File: src/rtl/frame_buf_pkg.sv
// Shared constants and read-side state encoding for the SDRAM ping-pong frame buffer clients.
package frame_buf_pkg;

   localparam int unsigned H_ACTIVE    = 1024;
   localparam int unsigned V_ACTIVE    = 768;
   localparam int unsigned FRAME_WORDS = H_ACTIVE * V_ACTIVE;

   typedef enum logic [1:0] {
      RD_IDLE   = 2'd0,
      RD_TOGGLE = 2'd1,
      RD_STREAM = 2'd2,
      RD_DRAIN  = 2'd3
   } rd_state_e;

endpackage

File: src/rtl/sync_fifo_fwft.sv
// Single-clock first-word-fall-through FIFO with synchronous flush; head word is always on rd_data.
module sync_fifo_fwft #(
   parameter int unsigned WIDTH = 16,
   parameter int unsigned DEPTH = 16
) (
   input  logic                     clk,
   input  logic                     rst,
   input  logic                     flush,
   input  logic                     wr_en,
   input  logic [WIDTH-1:0]         wr_data,
   input  logic                     rd_en,
   output logic [WIDTH-1:0]         rd_data,
   output logic [$clog2(DEPTH):0]   count,
   output logic                     empty,
   output logic                     full
);

   localparam int unsigned AW = $clog2(DEPTH);
   localparam logic [AW:0] FULL_CNT = (AW+1)'(DEPTH);

   logic [WIDTH-1:0] mem_q [DEPTH];
   logic [AW-1:0]    wr_ptr_q, rd_ptr_q;
   logic [AW:0]      count_q;
   logic             do_wr, do_rd;

   assign empty   = (count_q == '0);
   assign full    = (count_q == FULL_CNT);
   assign count   = count_q;
   assign rd_data = mem_q[rd_ptr_q];
   assign do_wr   = wr_en & ~full;
   assign do_rd   = rd_en & ~empty;

   always_ff @(posedge clk) begin
      if (rst || flush) begin
         wr_ptr_q <= '0;
         rd_ptr_q <= '0;
         count_q  <= '0;
      end else begin
         if (do_wr) wr_ptr_q <= wr_ptr_q + 1'b1;
         if (do_rd) rd_ptr_q <= rd_ptr_q + 1'b1;
         if (do_wr && !do_rd) begin
            count_q <= count_q + 1'b1;
         end else if (!do_wr && do_rd) begin
            count_q <= count_q - 1'b1;
         end
      end
   end

   always_ff @(posedge clk) begin
      if (do_wr) mem_q[wr_ptr_q] <= wr_data;
   end

endmodule

File: src/rtl/vga_frame_reader.sv
// Display-side frame buffer client: toggles the arbiter at frame start, streams one frame of
// words into a prefetch FIFO and serves them to the VGA timing generator on data-enable.
module vga_frame_reader
   import frame_buf_pkg::*;
#(
   parameter int unsigned FRAME_WORDS   = frame_buf_pkg::FRAME_WORDS,
   parameter int unsigned FIFO_DEPTH    = 16,
   parameter int unsigned RD_LATENCY    = 1,
   parameter int unsigned TOGGLE_CYCLES = 8
) (
   input  logic        clk,
   input  logic        rst,
   input  logic        frame_start,
   input  logic        pix_req,
   output logic [15:0] pix_data,
   output logic        pix_valid,
   output logic        mem_toggle,
   input  logic        mem_rdy_to_rd,
   output logic        mem_rd_req,
   input  logic [15:0] mem_dout,
   output logic        busy,
   output logic        underrun,
   output logic        frame_overlap
);

   localparam int unsigned CW  = $clog2(FRAME_WORDS + 1);
   localparam int unsigned TW  = $clog2(TOGGLE_CYCLES + 1);
   localparam int unsigned FCW = $clog2(FIFO_DEPTH) + 1;

   rd_state_e             state_q, state_d;
   logic [TW-1:0]         tog_q, tog_d;
   logic [CW-1:0]         issued_q, issued_d;
   logic [FCW-1:0]        inflight_q, inflight_d;
   logic [RD_LATENCY-1:0] vld_sr_q;
   logic [FCW-1:0]        fifo_count;
   logic [FCW:0]          occupancy;
   logic [15:0]           fifo_rd_data;
   logic                  fifo_empty, fifo_full;
   logic                  flush, ret, pix_pop;

   assign ret       = vld_sr_q[RD_LATENCY-1];
   // Words already requested count against FIFO space so returns can never overflow it.
   assign occupancy = (FCW+1)'(fifo_count) + (FCW+1)'(inflight_q);

   always_comb begin
      state_d    = state_q;
      tog_d      = tog_q;
      issued_d   = issued_q;
      mem_toggle = 1'b0;
      mem_rd_req = 1'b0;
      flush      = 1'b0;
      unique case (state_q)
         RD_IDLE: begin
            if (frame_start) begin
               state_d  = RD_TOGGLE;
               tog_d    = '0;
               issued_d = '0;
               flush    = 1'b1;
            end
         end
         RD_TOGGLE: begin
            mem_toggle = 1'b1;
            tog_d      = tog_q + 1'b1;
            if (tog_q == TW'(TOGGLE_CYCLES - 1)) state_d = RD_STREAM;
         end
         RD_STREAM: begin
            mem_rd_req = mem_rdy_to_rd && (issued_q < CW'(FRAME_WORDS)) &&
                         (occupancy < (FCW+1)'(FIFO_DEPTH)) && !fifo_full;
            if (mem_rd_req) begin
               issued_d = issued_q + 1'b1;
               if (issued_d == CW'(FRAME_WORDS)) state_d = RD_DRAIN;
            end
         end
         RD_DRAIN: begin
            if (inflight_q == '0) state_d = RD_IDLE;
         end
         default: state_d = RD_IDLE;
      endcase
   end

   always_comb begin
      inflight_d = inflight_q;
      if (mem_rd_req && !ret) begin
         inflight_d = inflight_q + 1'b1;
      end else if (!mem_rd_req && ret) begin
         inflight_d = inflight_q - 1'b1;
      end
   end

   always_ff @(posedge clk) begin
      if (rst) begin
         state_q    <= RD_IDLE;
         tog_q      <= '0;
         issued_q   <= '0;
         inflight_q <= '0;
         vld_sr_q   <= '0;
      end else begin
         state_q    <= state_d;
         tog_q      <= tog_d;
         issued_q   <= issued_d;
         inflight_q <= inflight_d;
         vld_sr_q   <= (vld_sr_q << 1) | RD_LATENCY'(mem_rd_req);
      end
   end

   sync_fifo_fwft #(
      .WIDTH (16),
      .DEPTH (FIFO_DEPTH)
   ) u_fifo (
      .clk     (clk),
      .rst     (rst),
      .flush   (flush),
      .wr_en   (ret),
      .wr_data (mem_dout),
      .rd_en   (pix_pop),
      .rd_data (fifo_rd_data),
      .count   (fifo_count),
      .empty   (fifo_empty),
      .full    (fifo_full)
   );

   assign pix_pop       = pix_req & ~fifo_empty;
   assign pix_valid     = pix_pop;
   assign pix_data      = pix_pop ? fifo_rd_data : 16'h0000;
   assign underrun      = pix_req & fifo_empty;
   assign busy          = (state_q != RD_IDLE);
   assign frame_overlap = frame_start & (state_q != RD_IDLE);

endmodule
File: config.mk
export PLATFORM = sky130hd
export DESIGN_NAME = vga_frame_reader
export DESIGN_NICKNAME = d
export VERILOG_FILES = /design/src/rtl/frame_buf_pkg.sv /design/src/rtl/sync_fifo_fwft.sv /design/src/rtl/vga_frame_reader.sv
export SDC_FILE = /design/constraint.sdc
export NUM_CORES = 1
export LEC_CHECK = 0
export CAP_MARGIN = 5
export CORE_MARGIN = 1
export CORE_UTILIZATION = 50
export CTS_CLUSTER_DIAMETER = 30
export CTS_CLUSTER_SIZE = 30
export DETAILED_ROUTE_END_ITERATION = 10
export PLACE_DENSITY = 0.76
export SLEW_MARGIN = 20
export SYNTH_ARGS = -nofsm -noshare
export SYNTH_HDL_FRONTEND = slang
export SYNTH_SLANG_ARGS = --single-unit
File: constraint.sdc
create_clock -name clk -period 7.8 [get_ports clk]
set_input_delay 1.56 -clock clk [delete_from_list [all_inputs] [get_ports clk]]
set_output_delay 1.56 -clock clk [all_outputs]
set_load 0.02 [all_outputs]
---- Word level (Yosys, flattened, before mapping) ----
Memories as Yosys holds them, arrays and structs flattened. A register that Yosys moved wholly into a read port is not among the register bits.
Index checks and enable logic that the tools add are counted.
storage, ports and cells
  register bits ........................... 45
  memory bits (writable) .................. 256
  output and inout port bits .............. 22
  memories kept ........................... 1
cells by class
  add/subtract/negate cells ............... 9
  magnitude comparators ................... 2
  eq/ne operators ......................... 11
  mux-type cells .......................... 24
  bitwise gates (word level) .............. 7
  reduce and logical (&&, ||, !) cells .... 24
memories
  name          words  bits a word  rd ports  clocked after memory_dff  write ports  line                  RTL
  u_fifo.mem_q  16     16           1         1                         1            sync_fifo_fwft.sv:21  logic [WIDTH-1:0] mem_q [DEPTH];
operators by type and width
  cell                                                        count
  two-way mux 20 bit                                          2
  one-hot mux 20 bit (2 select lines)                         1
  adder 20 x 1 -> 20 bit, second input constant               1
  == test 20 bit, second input constant                       1
  less-than comparator 20 bit, second input constant          1
  two-way mux 5 bit                                           4
  two-way mux 16 bit                                          1
  adder 4 x 1 -> 4 bit, second input constant                 3
  two-way mux 4 bit                                           3
  adder 5 x 1 -> 5 bit, second input constant                 2
  zero test 5 bit                                             2
  two-way mux 2 bit                                           5
  inequality test 2 bit, second input constant                5
  nonzero test 2 bit                                          5
  subtractor 5 x 1 -> 5 bit, second input constant            2
  one-hot mux 2 bit (4 select lines)                          1
  one-hot mux 4 bit (2 select lines)                          1
  logical AND 1 bit                                           7
  adder 5 x 5 -> 6 bit                                        1
  less-than comparator 6 x 5 -> 1 bit, second input constant  1
  two-way mux 1 bit                                           6
  bitwise AND 1 bit                                           5
  == test 5 bit, second input constant                        1
  zero test 1 bit                                             5
  other kinds (9)                                             11

---- Longest topological paths before layout ----
Gate-level depths: netlist (run 1).
  word-level depth ........................ 9
  mapped depth ............................ 14
  gate-level depth less buffers ........... 14

---- Cells and area by module ----
A second synthesis (run 1) with hierarchy kept.
second synthesis, totals
  cell total of the unflattened synthesis .. 803
  area total of the unflattened synthesis .. 12,758.5 um^2
modules (own cells, without submodules)
  module            times used  cells an instance  area an instance (um^2)  sequential area each (um^2)
  sync_fifo_fwft    1           505                10,493.8                 8,027.7
  vga_frame_reader  1           298                2,264.7                  640.6

---- Worst setup path before layout (run 1) ----
OpenSTA, ideal clock, no wires.
  kind .................................... input -> register
  start ................................... input mem_rdy_to_rd
  end ..................................... register inflight_q[4]
  setup time .............................. 0.070 ns
  arrival time ............................ 4.385 ns
  required time ........................... 7.730 ns
  slack ................................... 3.345 ns
  stages on the path ...................... 12
  buffers on the path ..................... 0
  cells stage by stage .................... or4b_1 a221oi_1 nand2_1 nor2_1 ha_1 inv_1 fa_1 a21o_1 a21oi_1 xnor2_1 or3_1 a21oi_1
on the way
  word-level cells in the longest chain between the ends .. 7
ends and longest elaborated chain
  what                                 line                     RTL
  start, declared                      vga_frame_reader.sv:18   input logic mem_rdy_to_rd,
  logical AND 1 bit (*) (2 in series)  vga_frame_reader.sv:67   mem_rd_req = mem_rdy_to_rd && (issued_q < CW'(FRAME_WORDS)) &&
  logical AND 1 bit (*)                vga_frame_reader.sv:68   (occupancy < (FCW+1)'(FIFO_DEPTH)) && !fifo_full;
  two-way mux 1 bit (*)                vga_frame_reader.sv:52   unique case (state_q)
  named net mem_rd_req                 vga_frame_reader.sv:19   output logic mem_rd_req,
  zero test 1 bit                      vga_frame_reader.sv:85   end else if (!mem_rd_req && ret) begin
  logical AND 1 bit                    vga_frame_reader.sv:85
  nonzero test 2 bit (no source line)  --
  end signal, assigned                 vga_frame_reader.sv:101  inflight_q <= inflight_d;
  end, declared                        vga_frame_reader.sv:33   logic [FCW-1:0] inflight_q, inflight_d;
The timed path passes the listed nets; every way through them passes the cells marked *.
A chain may end at the register's enable or synchronous reset.

---- Worst setup path in the final report (run 1) ----
  start ................................... input mem_rdy_to_rd
  end ..................................... output mem_rd_req
on the way
  word-level cells in the longest chain between the ends .. 4
ends and longest elaborated chain
  what                             line
  logical AND 1 bit (2 in series)  vga_frame_reader.sv:67
  logical AND 1 bit                vga_frame_reader.sv:68
  two-way mux 1 bit                vga_frame_reader.sv:52
  end, declared                    vga_frame_reader.sv:19
No other way between the ends.

==> impl_results.md, run 1 <==
- Yosys reg bits: 305
- Global-route wire length before repair: 42.9 mm
- Clk slew on worst S/H paths: 0.04 ns
- Min Tclk post-route: 5.43 ns
- Area occupied by registers: 0.00867 mm^2
- DP Area: 0.0136 mm^2
- Hold path start: issued_q[17]
- Filler cells: 1,810
- Number of vias per cell: 5.98
- Static Leak: 4.95 nW
- Switching Share: 0.263
- Clk_skew: 0.0339 ns
- Chip width: 162 um
- Setup TNS: 0 ns
- Critical Path Start: mem_rdy_to_rd
- Inserted Clock Buffers: 55
- Iteration-0 DRC Markers: 641
- Internal: 0.00359 W
- Max transition margin: 0.262
- Crit path DAT: 3.87 ns
- Post-CTS Setup Bufs: 0
- Yosys cell types: 50
- All-Layer GR Usage: 0.220
- Top post-synthesis cells by area: edfxtp_1, mux4_2, dfxtp_1
- RSZ-0062 raised after global routing: false
- Fraction of layout cells with a size suffix above 1: 0.221
- Dpl hpwl: 15.4 mm
- Period utilization: 0.696
- Core Box Area: 0.0251 mm^2
- Layout area overhead: 20.8%
- Multi-input gate area: 0.00393 mm^2
- Max Clock Freq: 0.184 GHz
- Row count: 58
- Pwr dens: 316 mW/mm^2
- Switching pwr: 0.00128 W
- EDFF count, synth: 256
- Post-route DRC: 0
- Crit-path max FO: 6
- Ys flop type: edfxtp_1
- Initial Utilization: 0.509
- Die Height: 162 um
- Syn_nets: 835
- Synth area leader: edfxtp_1
- Area share of the largest cell type after synthesis: 0.602
- Hold Vio Cnt, Final: 0
- ANT cells: 0
- GPL Wtd Cong: 0.855
- Crit start category: primary input
- Top-count cell post-synth: edfxtp_1
- Clock Path Buffers: 3
- Async SR Flop Fraction: 0
- Grt total ovfl: 0
- Proportion of power drawn by flip-flops and latches: 0.384
- Final setup viols: 0
- Die area: 0.0262 mm^2
- Final WL: 27.6 mm
- Port bufs: 42
- Per-instance average area after synthesis: 16.2 um^2
- Most instantiated cells after synthesis: edfxtp_1, mux4_2, nor2_1
- Final Max Tran Viols: 0
- Mapped cell area: 0.0128 mm^2
- Hold Crit Class: reg2reg
- Largest net degree at the start of global routing: 65
- YS warnings: 0
- Hold Crit Depth: 1
- Status: completed
- Post-cts resize count: 0
- CTS Sinks: 305
- Vias in the first global route: 7,482
- Worst r2r src: u_fifo.count[4]
- Via count: 7,324
- DRT Pass-1 Iters: 5
- Seq/Total Area, Yosys: 0.678
- R2r worst-path depth: 13
- TritonCTS clock tree: yes
- Post-route ant nets: 0
- Setup crit end kind: output port
- MaxCap Viol Count: 0
- Comb pwr share: 0.140
- CTS root buffer: clkbuf_16
- H-tree depth: 2
- Clock share of power: 0.476
- Initial antenna violation count: 0
- I/O Pins: 43
- Skew-Pair Late Insertion Delay: 0.58 ns
- Req. time, crit path: 6.24 ns
- Worst VDD drop: 0.280 mV
- NumNets Final: 897
- Synth Instances: 788
- Avg WL per Cell: 22.6 um
- Cts hold-fix bufs: 0
- Worst slew pin tran: 1.11 ns
- Kind of critical path: in2out
- Post-route cell area: 0.0154 mm^2
==> layout make-up <==
class | instances | area share
Clock buffer | 60 | 0.0904
Clock inverter | 42 | 0.0297
Inverter | 11 | 0.00268
Multi-Input combinational cell | 422 | 0.255
Sequential cell | 305 | 0.562
Tap cell | 330 | 0.0268
Timing Repair Buffer | 55 | 0.0336
==> routing by layer <==
layer,routed length (um),GRT usage
met1,11100,0.280
met2,14000,0.367
met3,1800,0.0429
met4,822,0.0978
met5,0,0
==> kinds of logic (layout without fill, tap and decap cells) <==
family                   count (synthesis)  in the layout  synth area share
multiplexers                            84             84             0.128
flip-flops                             305            305             0.678
AND/OR/NAND/NOR                        171            171            0.0683
XOR/XNOR                                20             20            0.0137
buffers and inverters                   61            168            0.0203
adder cells (fa/ha/maj)                 26             26            0.0266
AO/OA/AOI/OAI                          121            121            0.0642
==> flip-flops by register name (all words and copies together), names as in the netlist, named ones only <==
register,cells
inflight_q,5
issued_q,20
ret,1
state_q,2
tog_q,4
u_fifo.count,5
u_fifo.mem_q,256
u_fifo.rd_ptr_q,4
u_fifo.wr_ptr_q,4
==> placed cells by master (no fill, tap or decap), types with 9 or more instances in the layout <==
master             n
edfxtp_1         256
mux4_2            64
clkbuf_16         55
dfxtp_1           46
nor2_1            45
clkdlybuf4s50_1   42
a211oi_1          34
a21oi_1           28
nand2_1           28
ha_1              24
mux2i_1           20
nor2b_1           18
o21ai_0           18
buf_4             13
xor2_1            12
nand4_1           11
inv_1             10
nand3_1           10
or3_1             10
clkinvlp_4         9
==> power groups by stage <==
stage | Sequential [W] | Clock (W) | Combinational, W
4_1_cts | 0.00188 | 0.00234 | 0.000680
3_5_place_dp | 0.00191 | 0 | 0.000660
6_report | 0.00187 | 0.00232 | 0.000681
3_3_place_gp | 0.00191 | 0 | 0.000650
5_1_grt | 0.00189 | 0.00242 | 0.000738
2_1_floorplan | 0.00185 | 0 | 0.000511
==> stage by stage <==
stage | cells | setup slack [ns] | total power, W | hold slack, ns | util
2_1_floorplan | 788 | 3.35 | 0.00236 | 0.451 | -
3_5_place_dp | 1123 | 2.40 | 0.00257 | 0.482 | 0.540
6_report | 1225 | 2.37 | 0.00488 | 0.487 | 0.615
3_3_place_gp | 1123 | 2.43 | 0.00256 | 0.475 | 0.540
5_1_grt | 1225 | 2.17 | 0.00505 | 0.521 | 0.615
4_1_cts | 1225 | 2.35 | 0.00490 | 0.488 | 0.614
==> final timing paths <==
check | to | slack [ns]
setup / recovery | mem_rd_req | 2.37
hold / removal | issued_q[17] | 0.49
setup reg to reg | inflight_q[4] | 4.02
hold reg to reg | issued_q[17] | 0.49
==> worst max-delay path, stage by stage <==
cell and delay [ns]:
clkdlybuf4s50_1 0.45, or4b_1 0.42, a221oi_1 0.33, nand2_1 0.28, nor2_1 0.20, clkdlybuf4s50_1 0.63
Note: power is estimated with default switching activity, not from simulation.
==> run 2, diff against run 1 <==
--- a/config.mk
+++ b/config.mk
@@ -11,7 +11,7 @@
 export CTS_CLUSTER_DIAMETER = 30
 export CTS_CLUSTER_SIZE = 30
 export DETAILED_ROUTE_END_ITERATION = 10
-export PLACE_DENSITY = 0.76
+export PLACE_DENSITY = 0.79
 export SLEW_MARGIN = 20
 export SYNTH_ARGS = -nofsm -noshare
 export SYNTH_HDL_FRONTEND = slang
==> constraint.sdc (replaced) <==
create_clock -name clk -period 4.4 [get_ports clk]
set_input_delay 0.88 -clock clk [delete_from_list [all_inputs] [get_ports clk]]
set_output_delay 0.88 -clock clk [all_outputs]
set_load 0.02 [all_outputs]
==> run 2 against run 1 <==
  * Sequential power is 76% higher
  * Critical endpoint is now pix_data[13]
  * Final cell count is 1.6% higher
  * Global-route usage is 1.2 points higher
  * Sequential share of layout area is 0.66 points lower
  * Power is 80% higher
  * Worst setup slack worse by 2.1 ns
  * Clock power is 82% higher
  * Count of clock-buffer cells in the layout is 4 lower
==> impl_results.md, run 2 (synthesis results as in run 1) <==
- MaxCap Viol Count: 0
- Crit start category: register
- Post-route cell area: 0.0156 mm^2
- Post-CTS Setup Bufs: 0
- Worst slew pin tran: 0.862 ns
- Area occupied by registers: 0.00867 mm^2
- Crit path capture: pix_data[13]
- Clk_skew: 0.0547 ns
- NumNets Final: 916
- Max transition margin: 0.425
- CTS Sinks: 305
- Hold Crit Class: reg2reg
- Kind of critical path: reg2out
- Crit-path max FO: 25
- Initial antenna violation count: 3
- Grt total ovfl: 0
- Global-route wire length before repair: 45.0 mm
- Crit-path cells: buf_12 -> mux4_2 -> a211oi_1 -> a211oi_1 -> clkdlybuf4s50_1
- Worst VDD drop: 0.322 mV
- CP peak stage delay: 0.70 ns
- Crit path DAT: 3.30 ns
- Critical path's most frequent cell: a211oi_1
- Port bufs: 42
- Commonest non-fill, non-tap cells in the layout: edfxtp_1, mux4_2, clkbuf_16
- R2r worst-path depth: 10
- Post-route DRC: 0
- Skew-Pair Late Insertion Delay: 0.58 ns
- Vias in the first global route: 7,823
- Clk slew on worst S/H paths: 0.06 ns
- H-tree depth: 2
- RSZ-0062 raised after global routing: false
- Post-route setup slack: 0.222 ns
- Final WL: 29.4 mm
- Largest net degree at the start of global routing: 35
- Period utilization: 0.949
- Largest regs: u_fifo.mem_q x256, issued_q x20
- Tot Pwr: 0.00878 W
- Dpl hpwl: 16.3 mm
- DRT Pass-1 Iters: 5
- Worst r2r src: u_fifo.count[1]
- Iteration-0 DRC Markers: 655
- Max Used Layer: met5
- Setup TNS: 0 ns
- Multi-input gate area: 0.00391 mm^2
- Status: completed
- All-Layer GR Usage: 0.232
- Post-route ant nets: 0
- Static Leak: 5.09 nW
- Hold Vio Cnt, Final: 0
- Post-Place Setup Slack: 0.421 ns
- WHS: 0.501 ns
- I/O Pins: 43
- Post-cts resize count: 0
- R2R Setup Slk: 0.96 ns
- Chip width: 162 um
- Req. time, crit path: 3.52 ns
- Final Max Tran Viols: 0
- Die area: 0.0262 mm^2
- R2r endpoint: u_fifo.count[4]
- Pwr dens: 562 mW/mm^2
- Cts hold-fix bufs: 0
- Slowest CP cell: dfxtp_4
- Max Clock Freq: 0.239 GHz
- DR WL met2: 14.5 mm
- Via count: 7,496
- Inserted Clock Buffers: 54
- Final setup viols: 0
- Max FFs per register: 256
- Row count: 58
- TritonCTS clock tree: yes
- Number of vias per cell: 6.03
- GPL Wtd Cong: 0.871
- Routed wl met3: 2.23 mm
- Filler cells: 1,736
- Layout area overhead: 22.2%
- Avg WL per Cell: 23.6 um
- Die Height: 162 um
- Min Tclk post-route: 4.18 ns
- Fraction of layout cells with a size suffix above 1: 0.243
- Hold Crit Depth: 2
- CTS root buffer: clkbuf_16
- Most flop-heavy register: u_fifo.mem_q
- Core Box Area: 0.0251 mm^2
- Most common cell after layout, fill and taps aside: edfxtp_1
- Initial Utilization: 0.509
- DP Area: 0.0137 mm^2
- Met1 wire length: 11.5 mm
- Setup crit end kind: output port
- Clock Path Buffers: 3
==> run 2: per-layer routing <==
metal / up-vias / GRT usage
met5: - / 0
met4: 4 / 0.107
met3: 75 / 0.0564
met2: 334 / 0.384
met1: 3774 / 0.290
li1: 3309 / -
==> run 2: critical path: cells and delay by family, from the launching register on <==
kind / cells / cell delay (ns)
muxes: 1 / 0.51
AOI/OAI and AO/OA: 2 / 0.66
DFF: 1 / 0.70
buffers and inverters: 2 / 0.85
==> run 2: through the flow <==
| stage | util | cells |
|---|---|---|
| after floorplan | - | 788 |
| final | 0.622 | 1244 |
| after CTS | 0.622 | 1243 |
| after detailed placement | 0.547 | 1143 |
| after global placement | 0.547 | 1143 |
| after global routing | 0.622 | 1243 |
==> run 2: final cells by class <==
| type | instances | area share |
|---|---|---|
| repair buffers | 75 | 0.0444 |
| multi-input cells | 422 | 0.250 |
| clock buffers | 56 | 0.0870 |
| clock inverters | 44 | 0.0333 |
| flip-flops and latches | 305 | 0.556 |
| inverters | 11 | 0.00264 |
| diodes | 1 | 0.000160 |
| well taps | 330 | 0.0264 |
==> run 2: worst min-delay path by stage <==
stage,start,endpoint,slack [ns]
after global routing,issued_q[17],issued_q[17],0.52
after floorplan,issued_q[17],issued_q[17],0.45
after CTS,u_fifo.rd_ptr_q[1],register,0.50
after global placement,u_fifo.rd_ptr_q[1],register,0.48
final,u_fifo.rd_ptr_q[1],register,0.50
after detailed placement,issued_q[17],issued_q[17],0.48
==> run 2: power by group <==
| group | switching (W) | leakage (nW) | internal [W] |
|---|---|---|---|
| combinational | 0.000694 | 1.49 | 0.000581 |
| sequential | 0.0000982 | 2.70 | 0.00319 |
| clock | 0.00155 | 0.909 | 0.00267 |
==> run 3, diff against run 2 <==
--- a/config.mk
+++ b/config.mk
@@ -9,9 +9,10 @@
 export CORE_MARGIN = 1
 export CORE_UTILIZATION = 50
 export CTS_CLUSTER_DIAMETER = 30
-export CTS_CLUSTER_SIZE = 30
 export DETAILED_ROUTE_END_ITERATION = 10
 export PLACE_DENSITY = 0.79
+export RECOVER_POWER = 50
+export SETUP_SLACK_MARGIN = 0.1
 export SLEW_MARGIN = 20
 export SYNTH_ARGS = -nofsm -noshare
 export SYNTH_HDL_FRONTEND = slang
==> run 3 against run 2 <==
  * The run now ends with capacitance limit, slew limit left
  * Sequential share of layout area about the same
  * Global-route usage did not move
  * Hold slack lost 0.00054 ns
  * First-iteration DRC count grew 7.0%
  * Via count rose by 0.21%
  * Critical path depth is the same
  * Register-to-register slack is essentially flat
  * Routed wire length increased by 0.35%
  * Count of clock-buffer cells in the layout unchanged
  * Die area unchanged
  * Utilization about the same
  * Clock skew about the same
  * Critical path type unchanged
  * Largest cell class unchanged
==> impl_results.md, run 3 (synthesis results as in run 1) <==
- Status: complete, but fails checks
- Failing checks: capacitance limit, slew limit
- Initial antenna violation count: 3
- Row count: 58
- Crit-path cells: buf_12 -> mux4_2 -> a211oi_1 -> a211oi_1 -> clkdlybuf4s50_1
- Post-Place Setup Slack: 0.421 ns
- R2r worst-path depth: 10
- Static Leak: 5.07 nW
- R2r endpoint: u_fifo.count[4]
- GRT busiest layer: met2
- Skew-Pair Late Insertion Delay: 0.58 ns
- Req. time, crit path: 3.52 ns
- Fraction of layout cells with a size suffix above 1: 0.234
- Final WL: 29.5 mm
- Pwr dens: 563 mW/mm^2
- Max FFs per register: 256
- Max transition margin: -0.0836
- TritonCTS clock tree: yes
- Setup crit end kind: output port
- NumNets Final: 917
- Commonest non-fill, non-tap cells in the layout: edfxtp_1, mux4_2, clkbuf_16
- GR Layer Usage met3: 0.0564
- CP peak stage delay: 0.60 ns
- GPL Wtd Cong: 0.871
- Switching pwr: 0.00234 W
- Final core utilization: 0.622
- Post-route setup slack: 0.372 ns
- Core Box Area: 0.0251 mm^2
- Crit start category: register
- Worst r2r src: u_fifo.count[1]
- CTS Sinks: 305
- Die Height: 162 um
- Internal: 0.00645 W
- Max Clock Freq: 0.248 GHz
- Slowest CP cell: clkdlybuf4s50_1
- Filler cells: 1,737
- Met2 usage: 0.384
- Iteration-0 DRC Markers: 701
- Crit-path max FO: 16
- Period utilization: 0.915
- WHS: 0.501 ns
- Cts hold-fix bufs: 0
- Final setup viols: 0
- MaxCap Viol Count: 1
- DRT Pass-1 Iters: 7
- Avg WL per Cell: 23.6 um
- Most flop-heavy register: u_fifo.mem_q
- Dpl hpwl: 16.3 mm
- Top Family by Delay on Critical Path: buffers and inverters
- Initial Utilization: 0.509
- Post-route ant nets: 0
- Hold Crit Class: reg2reg
- Worst slew pin tran: 1.63 ns
- Largest regs: u_fifo.mem_q x256, issued_q x20
- Switching Share: 0.266
- Setup TNS: 0 ns
- Final Max Tran Viols: 35
- RSZ-0062 raised after global routing: false
- All-Layer GR Usage: 0.232
- CTS root buffer: clkbuf_16
- Min Tclk post-route: 4.03 ns
- Number of vias per cell: 6.03
- Clk_skew: 0.0549 ns
- Clock share of power: 0.479
- Most common cell after layout, fill and taps aside: edfxtp_1
- Critical path's most frequent cell: a211oi_1
- Kind of critical path: reg2out
- Post-route DRC: 0
- Chip width: 162 um
- Inserted Clock Buffers: 54
- H-tree depth: 2
- Bufs and invs on worst path: 2
- Grt total ovfl: 0
- Crit path DAT: 3.15 ns
- Hold Crit Depth: 2
- Hold path start: u_fifo.rd_ptr_q[1]
- Worst VDD drop: 0.321 mV
- Hold Vio Cnt, Final: 0
- Layout area overhead: 22.2%
- Comb pwr share: 0.148
- Met1 GRT Util: 0.290
- Via count: 7,512
- Vias in the first global route: 7,823
- Port bufs: 42
- Die area: 0.0262 mm^2
- Clock Path Buffers: 3
- Largest net degree at the start of global routing: 35
- Proportion of power drawn by flip-flops and latches: 0.373
- Global-route wire length before repair: 45.0 mm
- Post-route cell area: 0.0156 mm^2
- DP Area: 0.0137 mm^2
- Clk slew on worst S/H paths: 0.06 ns
- I/O Pins: 43
- R2R Setup Slk: 0.97 ns
==> run 3: changes by cell type in the layout (fill, tap and decap cells not counted) <==
cell,before,now
nor2_2,12,11
buf_16,0,1
clkdlybuf4s50_1,42,24
buf_4,31,27
clkbuf_1,2,6
diode_2,1,2
nor2_1,45,46
nor3_1,6,10
dlygate4sd3_1,0,18
nor3_2,5,1
==> run 3: worst max path at each step <==
stage | slack [ns] | endpoint | from | cells past startpoint
after floorplan | 0.63 | inflight_q[4] | mem_rdy_to_rd | 12
after global placement | 0.45 | inflight_q[4] | mem_rdy_to_rd | 13
after detailed placement | 0.42 | inflight_q[4] | mem_rdy_to_rd | 13
after CTS | 0.19 | pix_data[13] | register | 5
after global routing | 0.28 | pix_data[13] | register | 5
final | 0.37 | pix_data[13] | register | 5
==> run 3: final cells by class <==
| type | instances | area (um^2) | area share |
|---|---|---|---|
| antenna | 2 | 5.00 | 0.000321 |
| clock buffer | 56 | 1360 | 0.0871 |
| clock inverter | 44 | 520 | 0.0333 |
| inverter | 11 | 41.3 | 0.00265 |
| multi-input combinational | 422 | 3890 | 0.249 |
| sequential | 305 | 8670 | 0.556 |
| tap | 330 | 413 | 0.0265 |
| timing repair buffer | 76 | 706 | 0.0452 |
==> run 3: power groups by stage <==
| stage | Clock [W] | Combinational (W) | Sequential [W] |
|---|---|---|---|
| 3_5_place_dp | 0 | 0.00125 | 0.00334 |
| 6_report | 0.00421 | 0.00130 | 0.00327 |
| 5_1_grt | 0.00439 | 0.00142 | 0.00328 |
| 3_3_place_gp | 0 | 0.00122 | 0.00334 |
| 4_1_cts | 0.00425 | 0.00128 | 0.00329 |
| 2_1_floorplan | 0 | 0.000906 | 0.00329 |
==> run 3: per-layer routing <==
metal	wire (um)	part of all wire	vias up
met5	13	0.00044	-
met3	2220	0.075	78
li1	-	-	3313
met2	14700	0.50	344
met4	1120	0.038	2
met1	11500	0.39	3775
==> run 3: tightest hold or removal path, cell delays in order (launching register included) <==
cell	delay (ns)
dfxtp_1	0.32
nand2_1	0.06
a21oi_1	0.07
==> run 3: per-stage QoR <==
step / power (W) / cells
3_5_place_dp: 0.00459 / 1143
2_1_floorplan: 0.00419 / 788
5_1_grt: 0.00909 / 1245
3_3_place_gp: 0.00456 / 1143
4_1_cts: 0.00882 / 1243
6_report: 0.00878 / 1246
==> run 3: timing repair <==
action / CTS / global route
buffers inserted: 0 / 1
resized for setup: 0 / 0
setup endpoints to repair: 0 / 1
